==> config.mk <==
export PLATFORM = sky130hd
export DESIGN_NAME = bwd_layer_sequencer
export DESIGN_NICKNAME = d
export VERILOG_FILES = /design/src/rtl/bwd_seq_pkg.sv /design/src/rtl/bwd_beat_counter.sv /design/src/rtl/bwd_layer_sequencer.sv
export SDC_FILE = /design/constraint.sdc
export NUM_CORES = 1
export LEC_CHECK = 0
export ABC_AREA = 0
export BUFFER_PORTS_ARGS = -buffer_cell sky130_fd_sc_hd__buf_2
export CORE_ASPECT_RATIO = 1.5
export CORE_MARGIN = 3
export CORE_UTILIZATION = 30
export CTS_BUF_LIST = sky130_fd_sc_hd__clkbuf_2
export CTS_CLUSTER_DIAMETER = 80
export DETAILED_ROUTE_END_ITERATION = 8
export PLACE_DENSITY = 0.56
export RECOVER_POWER = 25
export REMOVE_ABC_BUFFERS = 1
export SLEW_MARGIN = 40
export SYNTH_ARGS = -nofsm -noshare
export SYNTH_HDL_FRONTEND = slang
export SYNTH_SLANG_ARGS = --single-unit
==> constraint.sdc <==
create_clock -name CLK -period 2.45 [get_ports CLK]
set_clock_uncertainty 0.15 [all_clocks]
set_input_delay 0.245 -clock CLK [delete_from_list [all_inputs] [get_ports CLK]]
set_output_delay 0.245 -clock CLK [all_outputs]
set_load 0.05 [all_outputs]
==> src/rtl/bwd_seq_pkg.sv <==
// Shared definitions for the backward-layer sequencer: state encoding,
// default geometry and the counter-width helper.
package bwd_seq_pkg;

  typedef enum logic [2:0] {
    IDLE   = 3'd0,
    CLEAR  = 3'd1,
    ACCUM  = 3'd2,
    SETTLE = 3'd3,
    DRAIN  = 3'd4,
    FIN    = 3'd5
  } state_e;

  localparam int NUM_UNKNOWNS_DEF = 2;
  localparam int NUM_NONLIN_DEF   = 1;
  localparam int BIT_WIDTH_DEF    = 32;
  localparam int EXTRA_BITS_DEF   = 2;
  localparam int MAC_LAT_DEF      = 1;
  localparam int NUM_PASSES_DEF   = 16;

  localparam int N = NUM_UNKNOWNS_DEF + NUM_NONLIN_DEF;
  localparam int W = BIT_WIDTH_DEF + EXTRA_BITS_DEF;

  // Width of a counter holding 0..modulus-1; never narrower than one bit.
  function automatic int cnt_width(input int modulus);
    return (modulus > 1) ? $clog2(modulus) : 1;
  endfunction

  localparam int BEAT_W = cnt_width(N);
  localparam int PASS_W = cnt_width(NUM_PASSES_DEF + 1);

endpackage

==> src/rtl/bwd_beat_counter.sv <==
// Modulo-MODULUS up-counter with enable, synchronous clear and a
// terminal-count flag; used for beat/shift indexing and the settle delay.
module bwd_beat_counter #(
  parameter int MODULUS = 3,
  parameter int WIDTH   = 2
) (
  input  logic             clk,
  input  logic             rst_n,
  input  logic             clr,
  input  logic             en,
  output logic [WIDTH-1:0] count,
  output logic             tc
);

  assign tc = (count == WIDTH'(MODULUS - 1));

  // NOTE: sequential state uses non-blocking assignments so every flop
  // samples pre-edge values regardless of block evaluation order.
  always_ff @(posedge clk or negedge rst_n) begin
    if (!rst_n) begin
      count <= '0;
    end else if (clr) begin
      count <= '0;
    end else if (en) begin
      count <= tc ? '0 : count + 1'b1;
    end
  end

endmodule

==> src/rtl/bwd_layer_sequencer.sv <==
// Sequences one backward linear layer: handshaked scaler intake with
// per-beat accumulate enables, MAC settle delay, and back-pressured drain.
module bwd_layer_sequencer
  import bwd_seq_pkg::*;
#(
  parameter int NUM_UNKNOWNS = NUM_UNKNOWNS_DEF,
  parameter int NUM_NONLIN   = NUM_NONLIN_DEF,
  parameter int BIT_WIDTH    = BIT_WIDTH_DEF,
  parameter int EXTRA_BITS   = EXTRA_BITS_DEF,
  parameter int MAC_LAT      = MAC_LAT_DEF,
  parameter int NUM_PASSES   = NUM_PASSES_DEF,
  localparam int NB = NUM_UNKNOWNS + NUM_NONLIN,
  localparam int DW = BIT_WIDTH + EXTRA_BITS,
  localparam int BW = cnt_width(NB),
  localparam int PW = cnt_width(NUM_PASSES + 1)
) (
  input  logic          CLK,
  input  logic          RESET,
  input  logic          START,
  input  logic [DW-1:0] IN_DATA,
  input  logic          IN_VALID,
  output logic          IN_READY,
  output logic [DW-1:0] SCALER_OUT,
  output logic          LAYER_CLR,
  output logic          LAYER_ACC_EN,
  output logic          SHIFT_VALID,
  input  logic          OUT_READY,
  output logic [BW-1:0] BEAT_IDX,
  output logic [PW-1:0] PASS_CNT,
  output logic          BUSY,
  output logic          DONE
);

  localparam int SW = cnt_width(MAC_LAT);

  state_e          state_q, state_d;
  logic            in_xfer, out_xfer;
  logic            acc_en_q;
  logic [DW-1:0]   scaler_q;
  logic [PW-1:0]   pass_q;
  logic            beat_tc;
  logic            settle_en, settle_tc;
  logic [SW-1:0]   unused_settle_cnt;

  assign in_xfer  = IN_VALID  && (state_q == ACCUM);
  assign out_xfer = OUT_READY && (state_q == DRAIN);

  // Shared index: counts accepted scalers in ACCUM, shifted words in DRAIN.
  bwd_beat_counter #(.MODULUS(NB), .WIDTH(BW)) u_beat (
    .clk   (CLK),
    .rst_n (RESET),
    .clr   (state_q == CLEAR),
    .en    (in_xfer || out_xfer),
    .count (BEAT_IDX),
    .tc    (beat_tc)
  );

  // The first SETTLE cycle carries the final ACC_EN pulse; the MAC latency
  // is counted from the cycle after it.
  assign settle_en = (state_q == SETTLE) && !acc_en_q;

  bwd_beat_counter #(.MODULUS(MAC_LAT), .WIDTH(SW)) u_settle (
    .clk   (CLK),
    .rst_n (RESET),
    .clr   (state_q != SETTLE),
    .en    (settle_en),
    .count (unused_settle_cnt),
    .tc    (settle_tc)
  );

  always_ff @(posedge CLK or negedge RESET) begin
    if (!RESET) begin
      state_q <= IDLE;
    end else begin
      state_q <= state_d;
    end
  end

  // NOTE: every output of this block gets a default first, so no path
  // leaves a signal unassigned and no latch is inferred.
  always_comb begin
    state_d     = state_q;
    IN_READY    = 1'b0;
    LAYER_CLR   = 1'b0;
    SHIFT_VALID = 1'b0;
    BUSY        = 1'b1;
    DONE        = 1'b0;
    case (state_q)
      IDLE: begin
        LAYER_CLR = 1'b1;
        BUSY      = 1'b0;
        if (START) state_d = CLEAR;
      end
      CLEAR: begin
        LAYER_CLR = 1'b1;
        state_d   = ACCUM;
      end
      ACCUM: begin
        IN_READY = 1'b1;
        if (in_xfer && beat_tc) state_d = SETTLE;
      end
      SETTLE: begin
        if (settle_en && settle_tc) state_d = DRAIN;
      end
      DRAIN: begin
        SHIFT_VALID = 1'b1;
        if (out_xfer && beat_tc) begin
          state_d = (pass_q == PW'(NUM_PASSES - 1)) ? FIN : CLEAR;
        end
      end
      FIN: begin
        DONE    = 1'b1;
        state_d = IDLE;
      end
      default: state_d = IDLE;
    endcase
  end

  always_ff @(posedge CLK or negedge RESET) begin
    if (!RESET) begin
      acc_en_q <= 1'b0;
      scaler_q <= '0;
      pass_q   <= '0;
    end else begin
      acc_en_q <= in_xfer;
      if (in_xfer) scaler_q <= IN_DATA;
      if (state_q == IDLE && START) begin
        pass_q <= '0;
      end else if (out_xfer && beat_tc) begin
        pass_q <= pass_q + 1'b1;
      end
    end
  end

  assign LAYER_ACC_EN = acc_en_q;
  assign SCALER_OUT   = scaler_q;
  assign PASS_CNT     = pass_q;

endmodule

# --- Word level (Yosys, flattened, before mapping) ---
# Index checks and enable logic that the tools add are counted.
word_totals:
  wordCells: 56
  reg_bits: 46
  in_bits: 39
classes:
  n_eq_ne: 12
  n_reduce_logical: 15
  addsub: 3
  mux: 19
  bitwise_logic: 1
ops:
  columns: ["cell", "n"]
  rows:
  - ["$mux 3", 5]
  - ["$pmux 3 s5", 1]
  - ["$mux 5", 2]
  - ["$mux 1", 8]
  - ["$logic_and 1x1->1", 7]
  - ["$eq 3x2->1 const B", 2]
  - ["$eq 3x3->1 const B", 2]
  - ["$mux 2", 3]
  - ["$ne 2x1->1 const B", 3]
  - ["$reduce_bool 2->1", 3]
  - ["$add 5x1->5 const B", 1]
  - ["$eq 5x4->1 const B", 1]
  - ["$reduce_and 4->1", 1]
  - ["$eq 3x1->1 const B", 1]
  - ["$logic_not 3->1", 1]
  - ["$ne 3x2->1 const B", 1]
  - ["$add 2x1->2 const B", 1]
  - ["$eq 2x2->1 const B", 1]
  - ["$ne 2x2->1 const B", 1]
  - ["$reduce_or 2->1", 1]
  - ["$add 1x1->1 const B", 1]
  - ["$logic_not 1->1", 1]
  - ["$logic_or 1x1->1", 1]
  - ["$not 1->1", 1]

# --- Longest topological paths before layout ---
logic_depth:
  word_depth: 5
  depth_mapped: 5
  depth_no_buf: 5

# --- Cells and area by module ---
# Synthesis repeated with hierarchy kept, for this count alone.
unflattened:
  cells_unflattened: 144
  hier_area_um2: 1921.8
by_module_without_submodules:
  columns: ["module", "cells_per_inst", "n_inst", "seq_area_each_um2", "area_each_um2"]
  rows:
  - ["bwd_layer_sequencer", 131, 1, 1076.0, 1804.2]
  - ["bwd_beat_counter (u_beat)", 9, 1, 50.0, 95.1]
  - ["bwd_beat_counter (u_settle)", 4, 1, 0.0, 22.5]

# --- Worst setup path after synthesis ---
# No wires, ideal clock.
synth_timing:
  path_kind: "register to output"
  start: "register state_q[1]"
  end: "output IN_READY"
  required_time_ps: 2055
  path_buffers: 1
  t_arrival_ps: 1824
  stages_incl_launch_ff: 3
  path_slack_ps: 231
  cell_sequence: "dfrtp_1 -> clkbuf_1 -> nor3b_1"
synth_between:
  elab_chain_len: 2
synth_lines:
  columns: ["item", "line", "text"]
  rows:
  - ["start: declaration", "bwd_layer_sequencer.sv:36", "state_e state_q, state_d;"]
  - ["start signal: assignment", "bwd_layer_sequencer.sv:75", "state_q <= state_d;"]
  - ["$eq 3x2->1", "bwd_layer_sequencer.sv:88", "case (state_q)"]
  - ["$mux 1", "bwd_layer_sequencer.sv:88", null]
  - ["end: declaration", "bwd_layer_sequencer.sv:22", "output logic IN_READY,"]
# No other way between the ends.

# --- Worst setup path after layout ---
layout_timing:
  start: "register state_q[0]"
  end: "output SHIFT_VALID"
layout_between:
  elab_chain_len: 2
layout_lines:
  columns: ["item", "line", "text"]
  rows:
  - ["$eq 3x3->1", "bwd_layer_sequencer.sv:88", null]
  - ["$mux 1", "bwd_layer_sequencer.sv:88", null]
  - ["end: declaration", "bwd_layer_sequencer.sv:26", "output logic SHIFT_VALID,"]
# No other way between the ends.

==> metrics.md <==
| Metric | Value |
|---|---|
| Post-synth top area share | 0.593 |
| Max incr delay on CP | 0.55 ns |
| Die H | 103 um |
| Antenna cells | 0 |
| Top cells by count, synth | 45 x dfrtp_1, 34 x mux2_2, 5 x nand2_1 |
| Fmax | 430 MHz |
| Setup Crit Path Kind | reg -> out |
| Register bit total from synthesis | 45 |
| Fraction of layout cells with a size suffix above 1 | 0.493 |
| Ports | 86 |
| RSZ-0062 raised after global routing | no |
| DPL Wire Length | 3390 um |
| Antenna Nets Post-Route | 0 |
| Worst VDD drop | 0.000575 V |
| # rows | 34 |
| Final wirelength | 4650 um |
| 1st-pass router iterations | 4 |
| Synthesized cell area | 1900 um^2 |
| Tcrit/Tclk final | 0.948 |
| Worst Hold Class | in -> reg |
| Slew Limit Fails | 0 |
| Root buffer cell | clkbuf_2 |
| Vias | 1589 |
| Area of the multi-input gates | 737 um^2 |
| CTS clk-pin slew, worst paths | 0.24 ns |
| Final setup viols | 0 |
| Synth async-reset ratio | 1.00 |
| CP Cell Sequence | or3b_1 -> inv_1 -> buf_2 |
| GRT Total Usage | 0.132 |
| Max-slew headroom | 0.185 |
| Power Dens Cells | 1450 nW/um^2 |
| Cells after DPL | 297 |
| Most used DFF post-synth | dfrtp_1 |
| Vias in the first global route | 1639 |
| Clock Tree Buf Depth | 2 |
| Min cycle time layout | 2.32 ns |
| Drt wl/cell | 13.7 um |
| Worst path bufs/invs | 2 |
| Critical Path Sink Type | primary output |
| Final Non-Filler Cells | 340 |
| Req. time, crit path | 2.06 ns |
| Fillers | 572 |
| Ranking of synthesized cells by area | dfrtp_1 59%, mux2_2 20%, ha_1 1.3%, nand3b_1 1.2%, o211ai_1 1.2% |
| Die area | 7340 um^2 |
| Outcome | finished clean |
| CTS tree | built |
| Gpl congestion | 0.732 |
| Cell count after synthesis | 141 |
| DRT iter0 DRCs | 49 |
| Total design power | 4120 uW |
| Max FO, Critical Path | 14 |
| # Max-Cap Violations | 0 |
| Synth Warn # | 0 |
| Final Cell Area | 2840 um^2 |
| Count of cell types in the netlist | 33 |
| P_leak | 0.00137 uW |
| Post-DP Area | 2430 um^2 |
| Most common cell in the netlist | dfrtp_1 |
| Largest net degree at the start of global routing | 23 |
| Post-synth EDFFs | 0 |
| Vias/cell | 4.67 |
| First-pass GRT wire length | 7600 um |
| Grt ovf | 0 |
| # DRC | 0 |
| Slowest-stage cell, CP | dfrtp_2 |
| Die width | 71.0 um |
| Syn Area/Cell | 13.5 um^2 |
| Worst skew pair latency | 0.41 ns |
| Port bufs | 85 |
| Nets | 308 |
| Sequential Area | 1130 um^2 |
| Final Hold Vio Count | 0 |
| Starting Density | 0.319 |
| TritonCTS Sinks | 45 |
| H-tree depth | 2 |
| Num CTS Buffers | 5 |
| Sequential-to-total area share from yosys stat | 0.593 |
| Worst-Margin Slew | 1.22 ns |
| Worst path arrival time | 1.93 ns |
| Initial antenna violation count | 0 |
| CP top delay family | flip-flops |
| Worst setup SP type | register |
| Layout area overhead | 49.7% |
| Core Region | 5960 um^2 |
| Synth area leader | dfrtp_1 |
==> worst register-to-register path: cells and delay by family (launching register included) <==
family	cells	cell delay, ns
flops	1	0.55
simple gates	2	1.01
compound gates	1	0.15
==> registers in the layout (all words and copies together) (netlist names) <==
| signal | flops |
|---|---|
| SCALER_OUT | 34 |
| LAYER_ACC_EN | 1 |
| state_q | 3 |
| PASS_CNT | 5 |
| u_beat.count | 2 |
==> cell usage in the layout (no fill, tap or decap), types with 2 or more instances in the layout <==
cell,Yosys,routed
o211ai_1,3,3
nor3b_1,2,2
clkbuf_1,3,3
inv_1,3,3
mux2_2,34,34
nand2_1,5,5
or3_1,2,2
a21oi_1,4,4
dlygate4sd3_1,0,35
nand4b_1,2,2
nor2_1,4,4
nand3b_1,3,3
buf_4,0,4
o21ai_0,3,3
nand3_1,3,3
buf_2,4,84
clkbuf_2,0,6
dfrtp_1,45,43
nand2b_1,3,3
ha_1,2,2
dfrtp_2,0,2
==> routing by layer <==
| metal | wire (um) | vias up | GRT usage | part of all wire |
|---|---|---|---|---|
| li1 | - | 765 | - | - |
| met1 | 1750 | 765 | 0.138 | 0.38 |
| met2 | 2530 | 51 | 0.251 | 0.55 |
| met3 | 270 | 8 | 0.0309 | 0.058 |
| met4 | 93 | 0 | 0.0579 | 0.020 |
| met5 | 0 | - | 0 | 0 |
==> cells by family (layout without fill, tap and decap cells) <==
group,count (synthesis),count (layout),share of synthesized area
simple gates,31,31,0.100
fa+ha+maj,2,2,0.0132
buf+inv,10,137,0.0224
compound gates,18,18,0.0646
flops,45,45,0.593
mux,35,35,0.207
==> worst paths after layout <==
kind / from / end / slack (ns) / cells past startpoint
setup / recovery: state_q[0] / SHIFT_VALID / 0.13 / 3
hold / removal: START / state_q[0] / 0.10 / 4
setup reg to reg: state_q[0] / PASS_CNT[3] / 0.55 / 3
hold reg to reg: SCALER_OUT[1] / SCALER_OUT[1] / 0.38 / 1
max in group asynchronous: RESET / state_q[0] / 0.39 / 3
min in group asynchronous: RESET / SCALER_OUT[22] / 0.17 / 2
==> power by group <==
group / total (uW) / switching (uW) / internal (uW)
logic: 2430 / 1700 / 723
clock network: 410 / 236 / 174
registers: 1290 / 211 / 1070
==> final cells by class <==
class | count | share of cell area
Timing Repair Buffer | 126 | 0.286
Clock buffer | 6 | 0.0106
Tap cell | 72 | 0.0317
Sequential cell | 45 | 0.397
Inverter | 3 | 0.00396
Clock inverter | 2 | 0.0119
Multi-Input combinational cell | 86 | 0.259
==> what timing repair did <==
item / CTS / global route
endpoints found under the hold margin: 79 / 0
gates resized for setup: 0 / 2
buffers inserted: 0 / 0
hold buffers: 35 / 0
endpoints found under the setup margin: 0 / 1
==> per-stage QoR <==
step                      utilization  hold slack [ns]  setup slack, ns  setup TNS, ns
after floorplan                     -           -0.201           -0.196          -6.65
after global placement          0.409          -0.0143            0.529              0
after detailed placement        0.409          -0.0184            0.533              0
after CTS                       0.478           0.0340           0.0240              0
after global routing            0.477           0.0672          0.00927              0
final                           0.477            0.103            0.127              0
(Power assumes the default switching activity.)
